===== config.mk =====
export PLATFORM = sky130hd
export DESIGN_NAME = seg7_display_arbiter
export DESIGN_NICKNAME = d
export VERILOG_FILES = /design/src/rtl/seg7_pkg.sv /design/src/rtl/seg7_display_arbiter_scan.sv /design/src/rtl/seg7_display_arbiter.sv
export SDC_FILE = /design/constraint.sdc
export NUM_CORES = 1
export LEC_CHECK = 0
export BUFFER_PORTS_ARGS = -buffer_cell sky130_fd_sc_hd__buf_4
export CORE_ASPECT_RATIO = 1.2
export CORE_MARGIN = 4
export CORE_UTILIZATION = 31
export DETAILED_ROUTE_END_ITERATION = 6
export PLACE_DENSITY = 0.49
export SYNTH_ARGS = -nofsm -noshare
export SYNTH_HDL_FRONTEND = slang
export SYNTH_SLANG_ARGS = --single-unit
export TNS_END_PERCENT = 100

===== constraint.sdc =====
create_clock -name clk -period 6.6 [get_ports clk]
set_input_delay 1.32 -clock clk [delete_from_list [all_inputs] [get_ports clk]]
set_output_delay 1.32 -clock clk [all_outputs]
set_load 0.05 [all_outputs]

===== src/rtl/seg7_pkg.sv =====
// Shared symbol codes, segment decode and arbiter state type for the
// seven-segment display arbiter.
package seg7_pkg;

    localparam logic [3:0] SEG_DASH = 4'd10;
    localparam logic [3:0] SEG_A    = 4'd11;
    localparam logic [3:0] SEG_C    = 4'd12;
    localparam logic [3:0] SEG_DARK = 4'd13;

    localparam logic [6:0] SEG_OFF  = 7'b1111111;

    typedef enum logic [1:0] {
        IDLE,
        OWN,
        GAP
    } arb_state_t;

    // Active-low GFEDCBA; codes 13..15 are dark.
    function automatic logic [6:0] seg7_decode(input logic [3:0] sym);
        logic [6:0] seg;
        case (sym)
            4'd0:     seg = 7'b1000000;
            4'd1:     seg = 7'b1111001;
            4'd2:     seg = 7'b0100100;
            4'd3:     seg = 7'b0110000;
            4'd4:     seg = 7'b0011001;
            4'd5:     seg = 7'b0010010;
            4'd6:     seg = 7'b0000010;
            4'd7:     seg = 7'b1111000;
            4'd8:     seg = 7'b0000000;
            4'd9:     seg = 7'b0010000;
            SEG_DASH: seg = 7'b0111111;
            SEG_A:    seg = 7'b0001000;
            SEG_C:    seg = 7'b1000110;
            default:  seg = SEG_OFF;
        endcase
        return seg;
    endfunction

endpackage


===== src/rtl/seg7_display_arbiter_scan.sv =====
// Scan engine: prescaler, scan tick, anode rotation, nibble select and
// registered segment decode for one 16-bit symbol word.
module seg7_scan
    import seg7_pkg::*;
#(
    parameter int SCAN_DIV = 13
) (
    input  logic        clk,
    input  logic        rst,
    input  logic [15:0] i_code,
    input  logic        i_force_dark,
    input  logic        i_blank,
    output logic        o_tick,
    output logic [3:0]  o_digit,
    output logic [6:0]  o_display
);

    logic [SCAN_DIV-1:0] r_presc;
    logic [3:0]          r_digit;
    logic [6:0]          r_seg;
    logic [6:0]          r_display;

    logic                w_tick;
    logic [3:0]          w_digit_nx;
    logic [3:0]          w_nib;
    logic [6:0]          w_seg_nx;

    assign w_tick     = &r_presc;
    assign w_digit_nx = {r_digit[2:0], r_digit[3]};

    always_comb begin
        w_nib = SEG_DARK;
        case (w_digit_nx)
            4'b1110: w_nib = i_code[3:0];
            4'b1101: w_nib = i_code[7:4];
            4'b1011: w_nib = i_code[11:8];
            4'b0111: w_nib = i_code[15:12];
            default: w_nib = SEG_DARK;
        endcase
    end

    // r_seg holds the current digit's pattern between ticks; darkening is
    // applied immediately on the output register so grant and dark edges align.
    assign w_seg_nx = w_tick ? (i_force_dark ? SEG_OFF : seg7_decode(w_nib)) : r_seg;

    always_ff @(posedge clk or posedge rst) begin
        if (rst) begin
            r_presc   <= '0;
            r_digit   <= 4'b1110;
            r_seg     <= SEG_OFF;
            r_display <= SEG_OFF;
        end else begin
            r_presc <= r_presc + 1'b1;
            if (w_tick) begin
                r_digit <= w_digit_nx;
            end
            r_seg     <= w_seg_nx;
            r_display <= (i_force_dark | i_blank) ? SEG_OFF : w_seg_nx;
        end
    end

    assign o_tick    = w_tick;
    assign o_digit   = r_digit;
    assign o_display = r_display;

endmodule


===== src/rtl/seg7_display_arbiter.sv =====
// Fixed-priority owner arbitration for the shared 4-digit display with
// minimum dwell and a one-frame dark gap; optional blink via DISP_BLINK_EN.
//
// state | meaning
// IDLE  | no owner, display dark
// OWN   | grant one-hot on owner, owner code scanned out
// GAP   | no owner, display dark for exactly four scan ticks
module seg7_display_arbiter
    import seg7_pkg::*;
#(
    parameter int N_REQ       = 3,
    parameter int SCAN_DIV    = 13,
    parameter int HOLD_CYCLES = 100_000_000
`ifdef DISP_BLINK_EN
    ,
    parameter int BLINK_DIV   = 26
`endif
) (
    input  logic                  clk,
    input  logic                  rst,
    input  logic [N_REQ-1:0]      req,
    input  logic [16*N_REQ-1:0]   code,
    output logic [N_REQ-1:0]      grant,
    output logic [3:0]            DIGIT,
    output logic [6:0]            DISPLAY
`ifdef DISP_BLINK_EN
    ,
    input  logic [N_REQ-1:0]      blink
`endif
);

    localparam int          OW       = (N_REQ > 1) ? $clog2(N_REQ) : 1;
    localparam logic [31:0] HOLD_MAX = 32'(HOLD_CYCLES);

    arb_state_t        r_state;
    arb_state_t        w_state_nx;
    logic [OW-1:0]     r_owner;
    logic [OW-1:0]     w_owner_nx;
    logic [N_REQ-1:0]  r_grant;
    logic [N_REQ-1:0]  w_grant_nx;
    logic [31:0]       r_hold;
    logic [1:0]        r_gap_cnt;

    logic [OW-1:0]     w_pick;
    logic              w_any;
    logic              w_own_req;
    logic              w_hi_req;
    logic              w_tick;
    logic [15:0]       w_code;
    logic              w_force_dark;
    logic              w_blank;

    assign w_any = |req;

    always_comb begin
        w_pick    = '0;
        w_own_req = 1'b0;
        w_hi_req  = 1'b0;
        for (int i = N_REQ - 1; i >= 0; i--) begin
            if (req[i]) begin
                w_pick = OW'(i);
            end
        end
        for (int i = 0; i < N_REQ; i++) begin
            if (OW'(i) == r_owner && req[i]) begin
                w_own_req = 1'b1;
            end
            if (OW'(i) < r_owner && req[i]) begin
                w_hi_req = 1'b1;
            end
        end
    end

    always_comb begin
        w_state_nx = r_state;
        w_owner_nx = r_owner;
        case (r_state)
            IDLE: begin
                if (w_any) begin
                    w_state_nx = OWN;
                    w_owner_nx = w_pick;
                end
            end
            OWN: begin
                if (!w_own_req || (w_hi_req && r_hold == HOLD_MAX)) begin
                    w_state_nx = GAP;
                end
            end
            GAP: begin
                if (w_tick && r_gap_cnt == 2'd3) begin
                    if (w_any) begin
                        w_state_nx = OWN;
                        w_owner_nx = w_pick;
                    end else begin
                        w_state_nx = IDLE;
                    end
                end
            end
            default: w_state_nx = IDLE;
        endcase
    end

    always_comb begin
        w_grant_nx = '0;
        for (int i = 0; i < N_REQ; i++) begin
            w_grant_nx[i] = (w_state_nx == OWN) && (OW'(i) == w_owner_nx);
        end
    end

    always_ff @(posedge clk or posedge rst) begin
        if (rst) begin
            r_state   <= IDLE;
            r_owner   <= '0;
            r_grant   <= '0;
            r_hold    <= '0;
            r_gap_cnt <= '0;
        end else begin
            r_state <= w_state_nx;
            r_owner <= w_owner_nx;
            r_grant <= w_grant_nx;
            if (w_state_nx == OWN && r_state != OWN) begin
                r_hold <= '0;
            end else if (r_state == OWN && r_hold != HOLD_MAX) begin
                r_hold <= r_hold + 32'd1;
            end
            if (r_state != GAP) begin
                r_gap_cnt <= '0;
            end else if (w_tick) begin
                r_gap_cnt <= r_gap_cnt + 2'd1;
            end
        end
    end

    // Select by next owner so the tick that enters OWN already shows its code.
    always_comb begin
        w_code = '0;
        for (int i = 0; i < N_REQ; i++) begin
            if (OW'(i) == w_owner_nx) begin
                w_code = code[16*i +: 16];
            end
        end
    end

    assign w_force_dark = (w_state_nx != OWN);

`ifdef DISP_BLINK_EN
    logic [BLINK_DIV-1:0] r_blink_cnt;
    logic                 w_blink_sel;

    always_ff @(posedge clk or posedge rst) begin
        if (rst) begin
            r_blink_cnt <= '0;
        end else begin
            r_blink_cnt <= r_blink_cnt + 1'b1;
        end
    end

    always_comb begin
        w_blink_sel = 1'b0;
        for (int i = 0; i < N_REQ; i++) begin
            if (OW'(i) == w_owner_nx && blink[i]) begin
                w_blink_sel = 1'b1;
            end
        end
    end

    assign w_blank = w_blink_sel && r_blink_cnt[BLINK_DIV-1];
`else
    assign w_blank = 1'b0;
`endif

    seg7_scan #(
        .SCAN_DIV (SCAN_DIV)
    ) u_scan (
        .clk          (clk),
        .rst          (rst),
        .i_code       (w_code),
        .i_force_dark (w_force_dark),
        .i_blank      (w_blank),
        .o_tick       (w_tick),
        .o_digit      (DIGIT),
        .o_display    (DISPLAY)
    );

    assign grant = r_grant;

endmodule


==> summary.md, run 1 <==
| Metric | Value |
|---|---|
| Die width | `116 um` |
| Most frequent cells after synthesis | `55 x dfrtp_1, 52 x nor2_1, 41 x nand2_1, 30 x nand3_1, 29 x xor2_1` |
| Post_cts resized | `0` |
| Area grow syn2layout | `21.0%` |
| First-pass GRT wire length | `19.6 mm` |
| Dominant cell type by area after synthesis | `dfrtp_1` |
| Post-CTS setup buffers | `0` |
| Tmin final | `roughly 4.2 ns` |
| Pin count of the biggest net entering global routing | `73` |
| Maximum vdd ir drop | `roughly 0.13 mV` |
| CTS Sinks | `slightly above 70` |
| Asr flop ratio synth | `100%` |
| Hold Buf Count CTS | `0` |
| Total grt overflow | `0` |
| Slew HR | `34.5%` |
| R2R cell count | `14` |
| Post-synth EDFFs | `0` |
| Final #Nets | `roughly 600` |
| Final ANT Viol Nets | `0` |
| Tcrit/Tclk final | `~63%` |
| # IOs | `67` |
| Number of global-route vias before repair | `roughly 4k` |
| Mapped Area | `~4400 um^2` |
| Cell Chain, Critical Path | `buf_4 > nor2_1 > a21boi_0 > o21ai_0 > a41oi_1 > a221oi_1 > inv_1 > ha_1 > nor4_1 > nor3_1` |
| Share of cells above drive strength 1 | `a little over a fifth` |
| FILL cells | `approximately 1.4k` |
| Initial antenna violation count | `0` |
| Ys flop type | `dfrtp_1` |
| PD cells | `approximately 190 nW/um^2` |
| Max frequency | `between 0.2 and 0.25 GHz` |
| Dpl ws | `2.06 ns` |
| Worst-Skew Late Latency | `around 0.34 ns` |
| CP top delay family | `compound AO/OA/AOI/OAI gates` |
| Synth Register Bits | `72` |
| Synth cell types | `63` |
| Root buf cell | `clkbuf_16` |
| Number of diodes | `0` |
| Startpoint types | `input pin` |
| Cells after Synth | `slightly below 500` |
| Core area | `roughly 14000 um^2` |
| Max-cap violation count | `0` |
| Setup TNS | `0 ns` |
| Fin. max-slew vios | `0` |
| Final core occ | `between 30% and 40%` |
| Worst hold path class | `flip-flop to flip-flop` |
| Die H | `138 um` |
| Status | `finished, final reports clean` |
| Synth area leaders | `dfrtp_1 31%, dfstp_2 10%, xor2_1 5.8%, nor2_1 4.5%, nand2_1 3.5%` |
| Cts bufs inserted | `9` |
| Number of DRC markers in iteration 0 | `~150` |
| DP Cell Count | `703` |
| Sequential fraction of the synthesis area | `a little over two fifths` |
| Final HPWL DP | `roughly 8.4 mm` |
| Hold_ws | `roughly 0.48 ns` |
| Levels on crit path | `10` |
| Most common cell in the synthesized netlist | `dfrtp_1` |
| Setup Viol. Count Final | `0` |
| # port buffers | `66` |
| CP max FO | `12` |
| Longest Clk Path Bufs | `2` |
| Slowest CP cell | `a221oi_1` |
| Crit path DAT | `4.42 ns` |
| Number of core rows | `47` |
| CP startpoint | `req[0]` |
| Synth Area per Inst | `8.95 um^2` |
| Leakage | `~0.0023 uW` |
| Tot GR Track Use | `around 15%` |
| Worst setup EP type | `flip-flop` |
| Critical path type | `input pin to flip-flop` |
| R2r startpoint | `u_scan.r_presc[0]` |
| Finished Layout Cells | `between 700 and 800` |
| Yosys top cell area share | `31.5%` |
| H-tree depth | `3` |
| RSZ-0062 raised after global routing | `false` |
| Bufs and invs on worst path | `2` |
| Initial core utilization | `a little under a third` |
| Via/cell ratio | `around 5.3` |
| Skew final | `between 0.004 and 0.005 ns` |
| CTS tree | `built` |
| Slowest cell delay on critical path | `0.88 ns` |
| Syn nets | `about 550` |
| GPL Wtd Cong | `0.884` |
| Wire length per cell | `15.9 um` |
| Die Area | `about 16000 um^2` |
| Worst-path clk slew | `0.06 ns` |
| DR pass1 iterations | `4` |
| Final Hold Fails | `0` |
| Final critical-path setup slack | `2.44 ns` |
| Final WL | `11.5 mm` |
| DRC Markers | `0` |
| Yosys warnings | `0` |
| Hold path startpoint | `u_scan.r_presc[0]` |
| Tightest Pin Transition | `0.983 ns` |
| Via Count | `roughly 3.8k` |
| Worst Path Required | `6.85 ns` |
| Hold depth | `1` |
-- logic make-up (layout without fill, tap and decap cells) --
kind of cell	count (synthesis)	in the layout	synth area share, %
AOI/OAI and AO/OA	97	97	15.4
xor gates and xnor gates	40	40	8.01
adders and majority gates	10	10	2.86
buffers and inverters	45	104	4.09
DFF	72	72	41.7
muxes	9	9	2.06
and+or+nand+nor	216	216	25.9
-- path summary, 6_finish.rpt --
| check | slack, ns | end |
|---|---|---|
| max | 2.44 | u_scan.r_seg[6] |
| min | 0.48 | u_scan.r_presc[0] |
| max reg2reg | 2.78 | u_scan.o_display[4] |
| min reg2reg | 0.48 | u_scan.r_presc[0] |
| max in group asynchronous | 4.74 | grant[1] |
| min in group asynchronous | 1.27 | r_hold[7] |
-- cells in the final DEF (no fill, tap or decap), types with 15 or more instances in the layout --
| master | count |
|---|---|
| nor2_1 | 52 |
| a21oi_1 | 20 |
| xor2_1 | 29 |
| nand2_1 | 41 |
| dfstp_2 | 17 |
| nor3_1 | 19 |
| dfrtp_1 | 55 |
| buf_4 | 69 |
| nand3_1 | 30 |
| inv_1 | 18 |
| nand4_1 | 15 |
| o21ai_0 | 20 |
-- per-layer routing --
layer | global-route usage, % | up-vias | routed length, um
met4 | 6.11 | 0 | 315
met3 | 4.02 | 22 | 590
li1 | - | 1871 | -
met1 | 18.4 | 1846 | 4870
met2 | 25.5 | 103 | 5680
met5 | 0 | - | 0
-- where the power goes --
part | total [uW] | switching (uW) | internal, uW
Clock | 475 | 190 | 285
Sequential | 458 | 7.97 | 450
Combinational | 55.0 | 25.3 | 29.7
-- registers in the layout (all words and copies together) (netlist names) --
register and count:
r_hold 32, u_scan.r_presc 13, u_scan.o_display 7, r_owner 2, u_scan.o_digit 4, grant 3, r_state 2, u_scan.r_seg 7
r_gap_cnt 2
-- cell type report --
class / instances / area [um^2] / area share [%]
multi-input cells: 372 / 2370 / 44.8
flip-flops and latches: 72 / 1820 / 34.5
repair buffers: 69 / 518 / 9.79
clock buffers: 11 / 264 / 4.99
well taps: 171 / 214 / 4.04
inverters: 19 / 71.3 / 1.35
clock inverters: 5 / 28.8 / 0.544
-- metrics by stage --
| stage | cell area, um^2 | total power [uW] |
|---|---|---|
| 2_1_floorplan | 4370 | 486 |
| 3_3_place_gp | 5000 | 520 |
| 3_5_place_dp | 5000 | 521 |
| 4_1_cts | 5290 | 1010 |
| 5_1_grt | 5290 | 1030 |
| 6_report | 5290 | 988 |
No activity file was read; power rests on OpenSTA's default activity.
==> run 2: changes to the inputs <==
- clock period: 6.6 -> 4.3 ns (I/O delays scaled with it)
==> run 2 against run 1 <==
  * Count of clock-buffer cells in the layout is 1 higher
  * Cell count is 0.42% higher
  * Utilization is 0.16 points higher
  * Via count is 1.5% lower
  * Non-clock buffer count is 3 higher
  * Design area is 0.43% higher
  * Register-to-register slack worse by 2.1 ns
  * Worst setup slack worse by 1.8 ns
  * Critical endpoint is now u_scan.r_seg[4]
  * Largest cell class unchanged
  * Highest routed layer unchanged
==> summary.md, run 2 (synthesis results as in run 1) <==
| Metric | Value |
|---|---|
| Status | `finished, final reports clean` |
| Fin. max-slew vios | `0` |
| Commonest cells after routing, fill and taps aside | `72 x buf_4, 55 x dfrtp_1, 52 x nor2_1, 41 x nand2_1, 30 x nand3_1` |
| Tcrit/Tclk final | `84.2%` |
| Setup TNS | `0 ns` |
| Root buf cell | `clkbuf_16` |
| Number of core rows | `47` |
| Number of DRC markers in iteration 0 | `around 220` |
| CTS tree | `built` |
| Final Hold Fails | `0` |
| P_sw | `~330 uW` |
| Worst-path clk slew | `about 0.060 ns` |
| # IOs | `between 60 and 70` |
| Die Area | `16100 um^2` |
| Number of diodes | `0` |
| Slew HR | `about two fifths` |
| GPL Wtd Cong | `0.898` |
| PD cells | `284 nW/um^2` |
| Tmin final | `between 3 and 4 ns` |
| Skew final | `about 0.0076 ns` |
| CP max FO | `7` |
| First-pass GRT wire length | `19.3 mm` |
| # port buffers | `66` |
| Post_cts resized | `0` |
| Worst setup EP type | `flip-flop` |
| Final ANT Viol Nets | `0` |
| Core area | `approximately 14000 um^2` |
| Initial antenna violation count | `0` |
| Via/cell ratio | `5.24` |
| Longest Clk Path Bufs | `2` |
| DP Cell Count | `706` |
| Startpoint types | `flip-flop` |
| DR pass1 iterations | `4` |
| Max frequency | `about 0.28 GHz` |
| Final WL | `about 11 mm` |
| Pin count of the biggest net entering global routing | `33` |
| Number of global-route vias before repair | `~3.9k` |
| Clock power share | `47.9%` |
| Biggest regs | `r_hold: 32 flops, u_scan.r_presc: 13 flops` |
| Comb power frac | `under 10%` |
| Finished Layout Cells | `around 720` |
| CTS Sinks | `72` |
| Final HPWL DP | `8.60 mm` |
| Die H | `~140 um` |
| Worst-Skew Late Latency | `between 0.3 and 0.4 ns` |
| Total grt overflow | `0` |
| Largest register FFs | `32` |
| Final #Nets | `~600` |
| Maximum vdd ir drop | `approximately 0.23 mV` |
| Wire length per cell | `between 15 and 20 um` |
| Max-cap violation count | `0` |
| Area grow syn2layout | `21.5%` |
| Net Sw Frac | `between 20 and 25%` |
| Cell Int Power | `about 1200 uW` |
| Biggest register | `r_hold` |
| Critical path type | `flip-flop to flip-flop` |
| Leading cell type in the layout, fill and taps excluded | `buf_4` |
| Worst hold path class | `flip-flop to flip-flop` |
| Worst Path Required | `4.57 ns` |
| Tightest Pin Transition | `0.879 ns` |
| Cts bufs inserted | `9` |
| H-tree depth | `3` |
| Hold Buf Count CTS | `0` |
| Via Count | `3785` |
| Tot GR Track Use | `between 10% and 20%` |
| Leakage | `0.00234 uW` |
| Sequential share of power | `46.5%` |
| DRC Markers | `0` |
| Initial core utilization | `between 30% and 40%` |
| Setup Viol. Count Final | `0` |
| Die width | `around 120 um` |
| Share of cells above drive strength 1 | `21.2%` |
| RSZ-0062 raised after global routing | `false` |
| Post-CTS setup buffers | `0` |
| Crit path DAT | `a little under 4 ns` |
==> run 2: final cells by class <==
cell class                      instances  area, um^2
Clock buffer                           12         268
Clock inverter                          4        25.0
Fill cell                            1413        8510
Inverter                               19        71.3
Multi-Input combinational cell        372        2370
Sequential cell                        72        1820
Tap cell                              171         214
Timing Repair Buffer                   72         541
==> run 2: critical path: stages, from the launching register on <==
cell      delay (ns)
dfrtp_1         0.39
ha_1            0.24
nand3_1         0.15
or4_1           0.73
nand2_2         0.18
mux2i_1         0.40
inv_1           0.18
a31o_2          0.28
o211ai_1        0.16
inv_1           0.11
ha_1            0.31
inv_1           0.04
mux2i_1         0.10
o21ai_0         0.11
o21ai_1         0.17
==> run 2: final timing paths <==
kind | from | to | slack, ns | depth (start not counted)
min in group asynchronous | rst | r_hold[8] | 0.51 | 2
max | u_scan.r_presc[0] | u_scan.r_seg[4] | 0.68 | 14
max reg2reg | u_scan.r_presc[0] | u_scan.r_seg[4] | 0.68 | 14
max in group asynchronous | rst | u_scan.o_display[3] | 3.00 | 3
min reg2reg | u_scan.r_presc[0] | u_scan.r_presc[0] | 0.48 | 1
min | u_scan.r_presc[0] | u_scan.r_presc[0] | 0.48 | 1
==> run 2: per-layer routing <==
metal | global-route usage [%] | part of all wire [%] | wire, um | up-vias
met5 | 0 | 0 | 0 | -
met4 | 5.68 | 2.0 | 231 | 0
met3 | 3.80 | 4.4 | 499 | 17
met2 | 24.1 | 49 | 5610 | 90
met1 | 19.0 | 44 | 5000 | 1798
li1 | - | - | - | 1880
==> run 2: power by group through the flow <==
stage / clock network [uW] / registers (uW) / logic, uW
floorplan: 0 / 711 / 35.7
global placement: 0 / 713 / 85.8
detailed placement: 0 / 714 / 87.4
CTS: 750 / 702 / 87.8
global route: 779 / 704 / 97.2
finish: 724 / 702 / 85.6
==> run 2: through the flow <==
stage	total power (uW)	hold WS (ns)	worst slack [ns]	area, um^2	utilization, %
floorplan	746	0.436	1.01	4370	-
detailed placement	801	0.468	0.625	5020	36.3
CTS	1540	0.477	0.608	5310	38.5
finish	1510	0.480	0.679	5310	38.5
global route	1580	0.496	0.300	5310	38.5
global placement	799	0.449	0.806	5020	36.3
